--- src/rtl/axi4_lite_slave_regs.sv ---
// axi4_lite_slave_regs
//   AXI4-Lite slave register bank: NUM_REGS x 32-bit read/write registers
//   with byte strobes. Out-of-range accesses (addr >= 4*NUM_REGS) return
//   SLVERR; writes to them change nothing, and reads of them return 0.
//   Independent write and read state machines, each with at most one
//   transaction outstanding. All handshake outputs come straight from flops.
// Ports
//   ACLK, ARESETN           clock (rising edge), async active-low reset
//   S_AW*/S_W*/S_B*         write address / data / response channels
//   S_AR*/S_R*              read address / data channels
// Submodule axi4_lite_reg_slot: one byte-strobed register, one instance
// per register index.

module axi4_lite_reg_slot #(
  parameter int DATA_WIDTH = 32,
  parameter int STRB_W     = DATA_WIDTH / 8
) (
  input  logic                  ACLK,
  input  logic                  ARESETN,
  input  logic                  we,
  input  logic [STRB_W-1:0]     wstrb,
  input  logic [DATA_WIDTH-1:0] wdata,
  output logic [DATA_WIDTH-1:0] q
);
  always_ff @(posedge ACLK or negedge ARESETN) begin
    if (!ARESETN) begin
      q <= '0;
    end else if (we) begin
      for (int b = 0; b < STRB_W; b++)
        if (wstrb[b]) q[8*b +: 8] <= wdata[8*b +: 8];
    end
  end
endmodule

module axi4_lite_slave_regs #(
  parameter int ADDRESS    = 32,
  parameter int DATA_WIDTH = 32,
  parameter int NUM_REGS   = 16
) (
  input  logic                  ACLK,
  input  logic                  ARESETN,
  input  logic [ADDRESS-1:0]    S_AWADDR,
  input  logic                  S_AWVALID,
  output logic                  S_AWREADY,
  input  logic [DATA_WIDTH-1:0] S_WDATA,
  input  logic [3:0]            S_WSTRB,
  input  logic                  S_WVALID,
  output logic                  S_WREADY,
  output logic [1:0]            S_BRESP,
  output logic                  S_BVALID,
  input  logic                  S_BREADY,
  input  logic [ADDRESS-1:0]    S_ARADDR,
  input  logic                  S_ARVALID,
  output logic                  S_ARREADY,
  output logic [DATA_WIDTH-1:0] S_RDATA,
  output logic [1:0]            S_RRESP,
  output logic                  S_RVALID,
  input  logic                  S_RREADY
);
  localparam int               IDX_W      = $clog2(NUM_REGS);
  localparam logic [ADDRESS-1:0] ADDR_LIMIT = ADDRESS'(4 * NUM_REGS);
  localparam logic [1:0]       RESP_OKAY  = 2'b00;
  localparam logic [1:0]       RESP_SLVERR = 2'b10;

  typedef enum logic [1:0] {W_IDLE, W_ACK, W_RESP} w_state_t;
  typedef enum logic [1:0] {R_IDLE, R_ACK, R_DATA} r_state_t;

  w_state_t w_state, w_next;
  r_state_t r_state, r_next;

  logic [NUM_REGS-1:0][DATA_WIDTH-1:0] regs;
  logic [NUM_REGS-1:0]                 reg_we;

  // Address decode; addr[1:0] is ignored, range check uses the full address.
  logic             wr_oor, rd_oor;
  logic [IDX_W-1:0] wr_idx, rd_idx;
  assign wr_oor = (S_AWADDR >= ADDR_LIMIT);
  assign rd_oor = (S_ARADDR >= ADDR_LIMIT);
  assign wr_idx = S_AWADDR[2 +: IDX_W];
  assign rd_idx = S_ARADDR[2 +: IDX_W];

  // Register array: write strobe decoded per slot, commit at the W_ACK edge.
  for (genvar k = 0; k < NUM_REGS; k++) begin : g_reg
    assign reg_we[k] = (w_state == W_ACK) && !wr_oor && (wr_idx == IDX_W'(k));
    axi4_lite_reg_slot #(.DATA_WIDTH(DATA_WIDTH), .STRB_W(4)) u_slot (
      .ACLK    (ACLK),
      .ARESETN (ARESETN),
      .we      (reg_we[k]),
      .wstrb   (S_WSTRB),
      .wdata   (S_WDATA),
      .q       (regs[k])
    );
  end

  // ---------------- write channel ----------------
  always_comb begin
    w_next = w_state;
    case (w_state)
      W_IDLE:  if (S_AWVALID && S_WVALID) w_next = W_ACK;
      W_ACK:   w_next = W_RESP;
      W_RESP:  if (S_BREADY) w_next = W_IDLE;
      default: w_next = W_IDLE;
    endcase
  end

  // Readies/valid are registered from the next state so they toggle
  // cleanly and AWREADY/WREADY always move together.
  always_ff @(posedge ACLK or negedge ARESETN) begin
    if (!ARESETN) begin
      w_state   <= W_IDLE;
      S_AWREADY <= 1'b0;
      S_WREADY  <= 1'b0;
      S_BVALID  <= 1'b0;
      S_BRESP   <= RESP_OKAY;
    end else begin
      w_state   <= w_next;
      S_AWREADY <= (w_next == W_ACK);
      S_WREADY  <= (w_next == W_ACK);
      S_BVALID  <= (w_next == W_RESP);
      if (w_state == W_ACK) S_BRESP <= wr_oor ? RESP_SLVERR : RESP_OKAY;
    end
  end

  // ---------------- read channel ----------------
  always_comb begin
    r_next = r_state;
    case (r_state)
      R_IDLE:  if (S_ARVALID) r_next = R_ACK;
      R_ACK:   r_next = R_DATA;
      R_DATA:  if (S_RREADY) r_next = R_IDLE;
      default: r_next = R_IDLE;
    endcase
  end

  // RDATA samples regs before this edge's write lands, so a write and read
  // acknowledged on the same edge to one register return the old value.
  always_ff @(posedge ACLK or negedge ARESETN) begin
    if (!ARESETN) begin
      r_state   <= R_IDLE;
      S_ARREADY <= 1'b0;
      S_RVALID  <= 1'b0;
      S_RDATA   <= '0;
      S_RRESP   <= RESP_OKAY;
    end else begin
      r_state   <= r_next;
      S_ARREADY <= (r_next == R_ACK);
      S_RVALID  <= (r_next == R_DATA);
      if (r_state == R_ACK) begin
        S_RDATA <= rd_oor ? '0 : regs[rd_idx];
        S_RRESP <= rd_oor ? RESP_SLVERR : RESP_OKAY;
      end else if (r_state == R_DATA && S_RREADY) begin
        S_RDATA <= '0;
      end
    end
  end
endmodule

--- config.mk ---
export PLATFORM = sky130hd
export DESIGN_NAME = axi4_lite_slave_regs
export DESIGN_NICKNAME = d
export VERILOG_FILES = /design/src/rtl/axi4_lite_slave_regs.sv
export SDC_FILE = /design/constraint.sdc
export NUM_CORES = 1
export LEC_CHECK = 0
export BUFFER_PORTS_ARGS = -buffer_cell sky130_fd_sc_hd__buf_2
export CAP_MARGIN = 5
export CORE_ASPECT_RATIO = 1.2
export CORE_MARGIN = 8
export CORE_UTILIZATION = 61
export DETAILED_ROUTE_END_ITERATION = 8
export PLACE_DENSITY = 0.83
export REMOVE_ABC_BUFFERS = 1
export SLEW_MARGIN = 20
export SYNTH_ARGS = -nofsm -noshare
export SYNTH_HDL_FRONTEND = slang
export SYNTH_SLANG_ARGS = --single-unit
--- constraint.sdc ---
create_clock -name ACLK -period 2.7 [get_ports ACLK]
set_input_delay 0.27 -clock ACLK [delete_from_list [all_inputs] [get_ports ACLK]]
set_output_delay 0.27 -clock ACLK [all_outputs]
set_load 0.005 [all_outputs]
======== After elaboration in Yosys (flattened, before gate mapping) ========
Index checks and enable logic that the tools add are counted.
word-level totals
  register bits ........................... 556
  latch bits .............................. 0
  memory bits (writable) .................. 0
  bits in read-only memories .............. 0
  output and inout port bits .............. 41
  memories kept ........................... 0
operators by class
  add/sub/neg operators ................... 0
  multipliers ............................. 0
  divide/modulo/power cells ............... 0
  order comparisons ....................... 3
  eq/ne operators ......................... 23
  shifts and indexed selects .............. 0
  muxes and demuxes ....................... 13
  bitwise operators ....................... 0
  reduce and logical (&&, ||, !) cells .... 88
operators by type and width
  cell                                                                    number
  32-bit binary-select mux with 4-bit select                              1
  32-bit 2-to-1 mux                                                       4
  2-bit AND reduction                                                     64
  32-bit by 7-bit >= comparator with 1-bit output, second input constant  2
  4-bit equality test, second input constant                              8
  1-bit logical AND                                                       19
  4-bit by 3-bit equality test with 1-bit output, second input constant   4
  2-bit 2-to-1 mux                                                        6
  2-bit one-hot mux with 3 select lines                                   2
  2-bit by 1-bit equality test with 1-bit output, second input constant   4
  2-bit equality test, second input constant                              4
  4-bit by 2-bit equality test with 1-bit output, second input constant   2
  4-bit by 5-bit < comparator with 1-bit output, second input constant    1
  4-bit by 1-bit equality test with 1-bit output, second input constant   1
  2-bit zero test                                                         2
  4-bit zero test                                                         1
  2-bit nonzero test                                                      1
  1-bit zero test                                                         1

======== Depth between registers and ports, before layout ========
Gate-level depths: netlist (run 1).
  depth after elaboration ................. 5
  gate-level depth with buffers ........... 7
  mapped depth without buffers ............ 4

======== Modules after synthesis ========
From an unflattened synthesis (run 1), not the netlist that was laid out.
second synthesis, totals
  cell total of the unflattened synthesis .. 1,878
  area, all modules ....................... 25,406.9 um^2
modules (own cells, without submodules)
  module                times used  cells an instance  area an instance (um^2)  seq. area each (um^2)
  axi4_lite_reg_slot    16          68                 1,186.1                  800.8
  axi4_lite_slave_regs  1           790                6,428.7                  1,051.0

======== Worst setup path before layout (run 1) ========
No wires, ideal clock.
  kind .................................... flip-flop to flip-flop
  from .................................... register w_state[1]
  to ...................................... register g_reg[12].u_slot.q[16]
  setup time .............................. 0.125 ns
  arrival time ............................ 2.062 ns
  path slack .............................. 0.513 ns
  cell stages (with the launch flop) ...... 7
  clock period less this slack ............ 2.187 ns
  cells stage by stage .................... dfrtp_1 -> nor4b_1 -> nand4_1 -> buf_4 -> buf_6 -> nor4_4 -> mux2_2
between the ends
  cells in the longest elaborated chain, start to end .. 4
RTL lines
  element                                         line  text
  start: declaration                              68    w_state_t w_state, w_next;
  start signal: assignment                        116   w_state <= w_next;
  2-bit by 1-bit equality test with 1-bit output  84    assign reg_we[k] = (w_state == W_ACK) && !wr_oor && (wr_idx == IDX_W'(k));
  1-bit logical AND (2 in a row)                  84
  2-bit AND reduction (no line)                   -
  end signal: indexed assignment                  30    if (wstrb[b]) q[8*b +: 8] <= wdata[8*b +: 8];
  end: declaration                                23    output logic [DATA_WIDTH-1:0] q
No other way between the ends.
A chain may end at the register's enable or synchronous reset.

======== Worst setup path in the final report (run 1) ========
  from .................................... register w_state[1]
  to ...................................... register g_reg[1].u_slot.q[19]
between the ends
  cells in the longest elaborated chain, start to end .. 4
RTL lines
  element                                         line
  2-bit by 1-bit equality test with 1-bit output  84
  1-bit logical AND (2 in a row)                  84
  2-bit AND reduction (no line)                   -
  end signal: indexed assignment                  30
  end: declaration                                23
No other way between the ends.

==> summary.txt, run 1 <==
================================================================================
Synth Cell Area                                                       0.0264 mm²
Top routing layer in use                                                    met5
Total via count in the routed design                                       17400
Type of the most critical hold path                                 input port to register
Total setup violations reported at the end of the flow                         0
Width of the die                                                          206 µm
Antenna-violating nets left                                                    0
Share of power burned in registers                                         49.8%
Grt total ovfl                                                                 0
Remaining routing DRC violations                                               0
Crit share post-route                                                      91.8%
Net switching share of the total power                                     23.4%
Critical path fanouts, max                                                    65
Cell depth of the worst min-delay path                                         3
Switch Pwr                                                               3.94 mW
Average wire per standard cell                                           24.9 µm
Static power due to leakage                                              15.3 nW
Die height                                                                244 µm
Initial detailed-routing violation count                                    1085
Layout filler cell count                                                    2854
Overall power after layout                                               16.8 mW
Layout Nets                                                                 2224
I/O Pins                                                                     148
Kind of launch point of the worst setup path                            register
Distinct cell type count of the synthesized netlist                           35
Post-Layout Inst Area                                                 0.0302 mm²
Endpoint of the lowest-slack register-to-register path              g_reg[1].u_slot.q[19]
Worst hold-check slack                                                    149 ps
Power share of the combinational group                                      6.6%
Storage cell area                                                     0.0139 mm²
Routed Wire Length                                                       67.5 mm
Count of buffers added by post-CTS timing repair for setup                     0
Number of buffers created by CTS                                              52
Unrepaired setup endpoints after global routing                            false
Count of mapped cells out of synthesis                                      1929
Placed inst area                                                      0.0285 mm²
Reg-to-Reg Start                                                      w_state[1]
Final setup margin                                                        221 ps
Floorplan row count                                                           83
Crit path capture type                                                  register
Number of slew-limit violations in the final report                            0
Outcome                                                             finished, final reports clean
Clock Tree Root                                                        clkbuf_16
Wire length on met3                                                      4.83 mm
Fraction of layout cells with a size suffix above 1                        43.3%
Relative area change from synthesis to final layout                        14.3%
Worst Hold Endpoint                                                     S_BVALID
Number of cells upsized or downsized after cts                                 0
Slew of the pin with the lowest slew margin                               950 ps
Worst slack at placement                                                  208 ps
Startpoint-to-endpoint class of the critical path                   register to register
H-tree depth                                                                   2
DIE AREA                                                              0.0503 mm²
Register area share after synthesis                                        52.4%
Register-to-Register Setup Slack                                          220 ps
First-pass iteration count of the detailed router                              5
Number of antenna violations at the first check in global routing             10
Post-Synthesis Mean Instance Area                                       13.7 µm²
Clock Latency Late Sink                                                   580 ps
CTS clock-pin slew for the worst setup and hold paths                      60 ps
Pin count of the biggest net entering global routing                          90
CTS tree                                                                     yes
Maximum vdd ir drop                                                     0.492 mV
First-pass GRT wire length                                                107 mm
Relative contribution of the clock network to total power                  43.6%
Count of hold buffers inserted by post-cts repair                              5
# port buffers                                                               141
Slew Limit Headroom                                                        36.7%
Power density cells                                                   556 mW/mm²
Fmax                                                                     403 MHz
Area of combinational cells with multiple inputs                      0.0120 mm²
Final Core Density                                                         70.6%
Hold_sp                                                                 S_BREADY
Maximum number of buffers from clock root to sink                              3
Synth Warn #                                                                   0
Flip-flop and latch count after synthesis                                    554
Vias per cell                                                               6.41
Worst-case clock skew                                                    13.8 ps
Max-Cap Viols                                                                  0
Post-DP HPWL                                                             43.0 mm
CP required                                                              3150 ps
Hold Violations, Final                                                         0
GPL Wtd Cong                                                               0.816
DR WL met2                                                               33.3 mm
Data arrival time of the critical path                                   2930 ps
R2R depth                                                                      6
Wire length the detailed router placed on met1                           26.1 mm
Min Clock Period, post-route                                             2480 ps
Sinks on the clock net                                                       554
Core Region                                                           0.0428 mm²
Overall fraction of global-route tracks in use                             26.9%
Effective utilization at floorplan                                         61.8%
Via count of the first global-routing pass                                 19100
Internal power of the cells                                              12.9 mW
================================================================================
-- layout make-up --
| cell class | count | share of cell area (%) |
|---|---|---|
| repair buffers | 265 | 6.31 |
| clock buffers | 71 | 4.91 |
| multi-input cells | 1243 | 39.8 |
| well taps | 552 | 2.29 |
| clock inverters | 20 | 0.716 |
| inverters | 1 | 0.0124 |
| flip-flops and latches | 554 | 45.9 |
| diodes | 7 | 0.0580 |
-- flip-flops by register name (all words and copies together) (netlist names) --
signal and cells:
S_RRESP 1, S_BVALID 1, S_RVALID 1, S_ARREADY 1, w_state 2, r_state 2, S_WREADY 1, S_BRESP 1
g.u_slot.q 512, S_RDATA 32
-- cell usage after synthesis --
cell,number,area share (%)
dfrtp_1,554,52
nor3_1,33,0.62
o22a_1,1,0.033
nor4b_1,2,0.066
nand3_1,5,0.095
and2_1,1,0.024
a2111oi_0,1,0.033
a211oi_1,1,0.028
nand3b_1,1,0.028
a21oi_1,32,0.61
o21bai_1,31,0.88
nand4_1,1,0.024
mux4_2,2,0.17
clkbuf_1,83,1.2
buf_2,17,0.32
conb_1,1,0.014
inv_1,1,0.014
buf_1,23,0.33
nand2b_1,6,0.14
buf_4,4,0.11
o22ai_1,63,1.5
nor2b_1,3,0.071
nand2_1,15,0.21
mux2_2,512,22
o21ai_0,34,0.64
nor4_1,74,1.8
nor2_1,64,0.91
nor4_4,64,5.1
or2_2,4,0.095
a22oi_1,2,0.057
mux2i_1,253,9.6
nor3b_1,3,0.085
buf_6,5,0.21
and4_1,1,0.033
and3_1,32,0.76
-- cells in the final DEF (no fill, tap or decap), types with 3 or more instances in the layout --
master / synthesis / layout
clkbuf_8: 0 / 9
clkinvlp_4: 0 / 5
nand2b_2: 0 / 4
buf_12: 0 / 19
mux2_2: 512 / 512
dfrtp_1: 554 / 554
nand3_1: 5 / 4
buf_2: 17 / 139
o21ai_0: 34 / 34
nor3_1: 33 / 33
and3_1: 32 / 31
nor2b_1: 3 / 3
diode_2: 0 / 7
o21bai_1: 31 / 31
clkbuf_1: 83 / 9
clkbuf_16: 0 / 53
clkinv_2: 0 / 10
buf_4: 4 / 100
dlygate4sd3_1: 0 / 5
nor2_1: 64 / 64
nor4_1: 74 / 74
nor4_4: 64 / 64
or2_2: 4 / 4
nand2_1: 15 / 13
bufinv_16: 0 / 4
o22ai_1: 63 / 63
a21oi_1: 32 / 32
mux2i_1: 253 / 253
nor3b_1: 3 / 3
-- power groups by stage --
stage,registers [mW],clock network [mW],logic (mW)
floorplan,8.51,0,0.324
global placement,8.51,0,1.06
detailed placement,8.52,0,1.09
CTS,8.36,7.40,1.10
global route,8.36,7.72,1.18
finish,8.36,7.31,1.11
-- per-layer routing --
metal	up-vias	track usage (%)
met4	8	12.6
met5	-	0
li1	7547	-
met2	590	44.6
met3	216	5.45
met1	9020	33.6
-- critical path, cell delays in order, from the launching register on --
cell	delay, ps
dfrtp_1	420
nor4b_1	330
nand4_1	190
buf_12	320
nor4_4	440
buf_4	230
mux2_2	350
-- kinds of logic after synthesis --
| logic type | share of synthesized area, % |
|---|---|
| flops | 52.4 |
| buf+inv | 2.17 |
| compound gates | 3.77 |
| mux | 31.6 |
| simple gates | 10.1 |
| other cells | 0.0142 |
-- worst max path at each step --
stage	startpoint	end	slack, ps	depth (start not counted)
finish	w_state[1]	g_reg[1].u_slot.q[19]	220	6
global route	w_state[1]	g_reg[13].u_slot.q[16]	110	6
CTS	w_state[1]	g_reg[13].u_slot.q[19]	240	6
detailed placement	S_AWADDR[17]	g_reg[1].u_slot.q[19]	210	7
global placement	w_state[1]	g_reg[1].u_slot.q[21]	260	6
floorplan	w_state[1]	g_reg[11].u_slot.q[16]	-5050	4
-- per-stage QoR --
step	std cells	setup TNS, ps
6_report	2713	0
5_1_grt	2709	0
4_1_cts	2706	0
3_5_place_dp	2610	0
3_3_place_gp	2610	0
2_1_floorplan	1798	-2528550
Note: power is estimated with default switching activity, not from simulation.
==> run 2: changes to the inputs <==
Settings changed: PLACE_DENSITY 0.83 to 0.8.
==> summary.txt, run 2 (same netlist as run 1, synthesis figures left out) <==
================================================================================
Static power due to leakage                                              15.4 nW   +0.38%
Data arrival time of the critical path                                   3000 ps   +70 ps
Combined buffer and inverter count along the critical path                     2   unchanged
Width of the die                                                          206 µm   unchanged
Register bank with the most flops                                     g.u_slot.q
Outcome                                                             finished, final reports clean
Antenna-violating nets left                                                    0   unchanged
R2R depth                                                                      6   unchanged
Average wire per standard cell                                           24.3 µm   -2.1%
Overall fraction of global-route tracks in use                             26.4%   -0.50 points
Sinks on the clock net                                                       554   unchanged
First-pass GRT wire length                                                105 mm   -1.4%
Most common library cell in the layout ignoring fill and taps            dfrtp_1
Crit path capture type                                                  register
Number of buffers created by CTS                                              53   +1.9%
Worst-case clock skew                                                    26.8 ps   +13.0 ps
Relative area change from synthesis to final layout                        14.7%
Via count of the first global-routing pass                                 18600   -2.7%
Type of the most critical hold path                                 input port to register
Vias per cell                                                               6.33   -1.1%
Routed Wire Length                                                       66.1 mm   -2.1%
Power density cells                                                   555 mW/mm²   -0.19%
Core Region                                                           0.0428 mm²   unchanged
Slew of the pin with the lowest slew margin                               903 ps   -47.1 ps
Critical path fanouts, max                                                    65   unchanged
Regs by FF count                                                    g.u_slot.q: 512 flops, S_RDATA: 32 flops
Worst-path cell chain                                               nor4b_1, nand4_1, buf_12, nor4_4, buf_4, mux2_2
Clock Latency Late Sink                                                   590 ps   about the same
Fraction of layout cells with a size suffix above 1                        43.2%   -0.074 points
Effective utilization at floorplan                                         61.8%   unchanged
Reg-to-Reg Start                                                      w_state[1]
Remaining routing DRC violations                                               0   unchanged
Fmax                                                                     392 MHz   -2.9%
Initial detailed-routing violation count                                    1043   -3.9%
Number of antenna violations at the first check in global routing              3   -7
CTS tree                                                                     yes
H-tree depth                                                                   2   unchanged
Min Clock Period, post-route                                             2550 ps   +73.2 ps
Worst Hold Endpoint                                                     S_BVALID
Slowest stage cell on the critical path                                  dfrtp_1
Hold_sp                                                                 S_BREADY
Post-DP HPWL                                                             42.2 mm   -1.9%
Cell depth of the worst min-delay path                                         3   unchanged
Most frequent cells in the layout                                   dfrtp_1 (554), mux2_2 (512), mux2i_1 (253)
Hold Violations, Final                                                         0   unchanged
Maximum vdd ir drop                                                     0.580 mV   +18%
Max-Cap Viols                                                                  0   unchanged
Endpoint of the lowest-slack register-to-register path              g_reg[6].u_slot.q[13]
Max reg flops                                                                512   unchanged
Peak per-stage delay on the critical path                                 430 ps   about the same
Number of cells upsized or downsized after cts                                 0   unchanged
Total setup violations reported at the end of the flow                         0   unchanged
DIE AREA                                                              0.0503 mm²   unchanged
Unrepaired setup endpoints after global routing                            false
# port buffers                                                               141   unchanged
Floorplan row count                                                           83   unchanged
I/O Pins                                                                     148   unchanged
Pin count of the biggest net entering global routing                          85   -5.6%
Worst hold-check slack                                                    119 ps   -29.7 ps
Slew Limit Headroom                                                        39.8%   +3.1 points
Die height                                                                244 µm   unchanged
Placed inst area                                                      0.0285 mm²   +0.30%
Grt total ovfl                                                                 0   unchanged
Crit share post-route                                                      94.5%   +2.7 points
CP required                                                              3150 ps   about the same
Largest delay contributor family on the critical path               simple AND/OR/NAND/NOR gates
Maximum number of buffers from clock root to sink                              3   unchanged
Startpoint-to-endpoint class of the critical path                   register to register
Register-to-Register Setup Slack                                          150 ps   -70 ps
Kind of launch point of the worst setup path                            register
Layout filler cell count                                                    2890   +1.3%
First-pass iteration count of the detailed router                              5   unchanged
Layout Nets                                                                 2228   +0.18%
Overall power after layout                                               16.8 mW   +0.14%
Number of slew-limit violations in the final report                            0   unchanged
CTS clock-pin slew for the worst setup and hold paths                      60 ps   about the same
Clock Tree Root                                                        clkbuf_16
Post-Layout Inst Area                                                 0.0303 mm²   +0.32%
Total via count in the routed design                                       17200   -1.1%
GPL Wtd Cong                                                               0.817   about the same
================================================================================
run 2: cell count changes in the layout (fill, tap and decap cells not counted):
cell and delta:
buf_12 +5, buf_4 -2, bufinv_16 -2, clkbuf_1 +5
clkbuf_16 +1, clkbuf_8 +5, clkinv_2 -3, clkinv_4 +1
clkinv_8 +1, clkinvlp_4 -5, diode_2 -5
run 2: metrics by stage:
stage | setup WS (ps) | utilization, % | instances | setup TNS [ps]
finish | 148 | 70.9 | 2714 | 0
global route | 102 | 70.9 | 2712 | 0
CTS | 185 | 70.9 | 2712 | 0
detailed placement | 137 | 66.7 | 2613 | 0
global placement | 264 | 66.7 | 2613 | 0
floorplan | -5050 | - | 1798 | -2528550
run 2: cell type report:
cell class | instances | area [µm²] | share of cell area, %
repair buffers | 268 | 1990 | 6.57
diodes | 2 | 5.00 | 0.0165
clock inverters | 12 | 129 | 0.425
flip-flops and latches | 554 | 13900 | 45.7
clock buffers | 82 | 1600 | 5.27
inverters | 1 | 3.75 | 0.0124
multi-input cells | 1243 | 12000 | 39.7
well taps | 552 | 691 | 2.28
run 2: power by group:
group	internal, mW	total (mW)	switching (mW)
clock	4.24	7.33	3.09
combinational	0.324	1.13	0.802
sequential	8.33	8.36	0.0265
total	12.9	16.8	3.91
run 2: worst max-delay path by stage:
stage | depth (start not counted) | start | slack [ps] | to
after global placement | 7 | S_AWADDR[15] | 260 | g_reg[4].u_slot.q[27]
after CTS | 6 | w_state[1] | 190 | g_reg[6].u_slot.q[13]
after global routing | 6 | w_state[1] | 100 | g_reg[4].u_slot.q[24]
after floorplan | 4 | w_state[1] | -5050 | g_reg[11].u_slot.q[16]
final | 6 | w_state[1] | 150 | g_reg[6].u_slot.q[13]
after detailed placement | 7 | S_AWADDR[17] | 140 | g_reg[4].u_slot.q[24]
run 2: routing by layer:
layer	vias up	wire, µm	track usage, %
li1	7543	-	-
met1	8975	27000	34.3
met2	499	33100	44.2
met3	172	3450	4.06
met4	4	2490	10.4
met5	-	23	0
run 2: repair_timing:
| item | CTS | global route |
|---|---|---|
| hold buffers | 5 | 0 |
| buffers inserted | 0 | 0 |
| endpoints found under the hold margin | 78 | 0 |
run 2: worst min-delay path, stage by stage:
cell     delay [ps]
buf_2            80
nor3b_1          40
or2_2           280
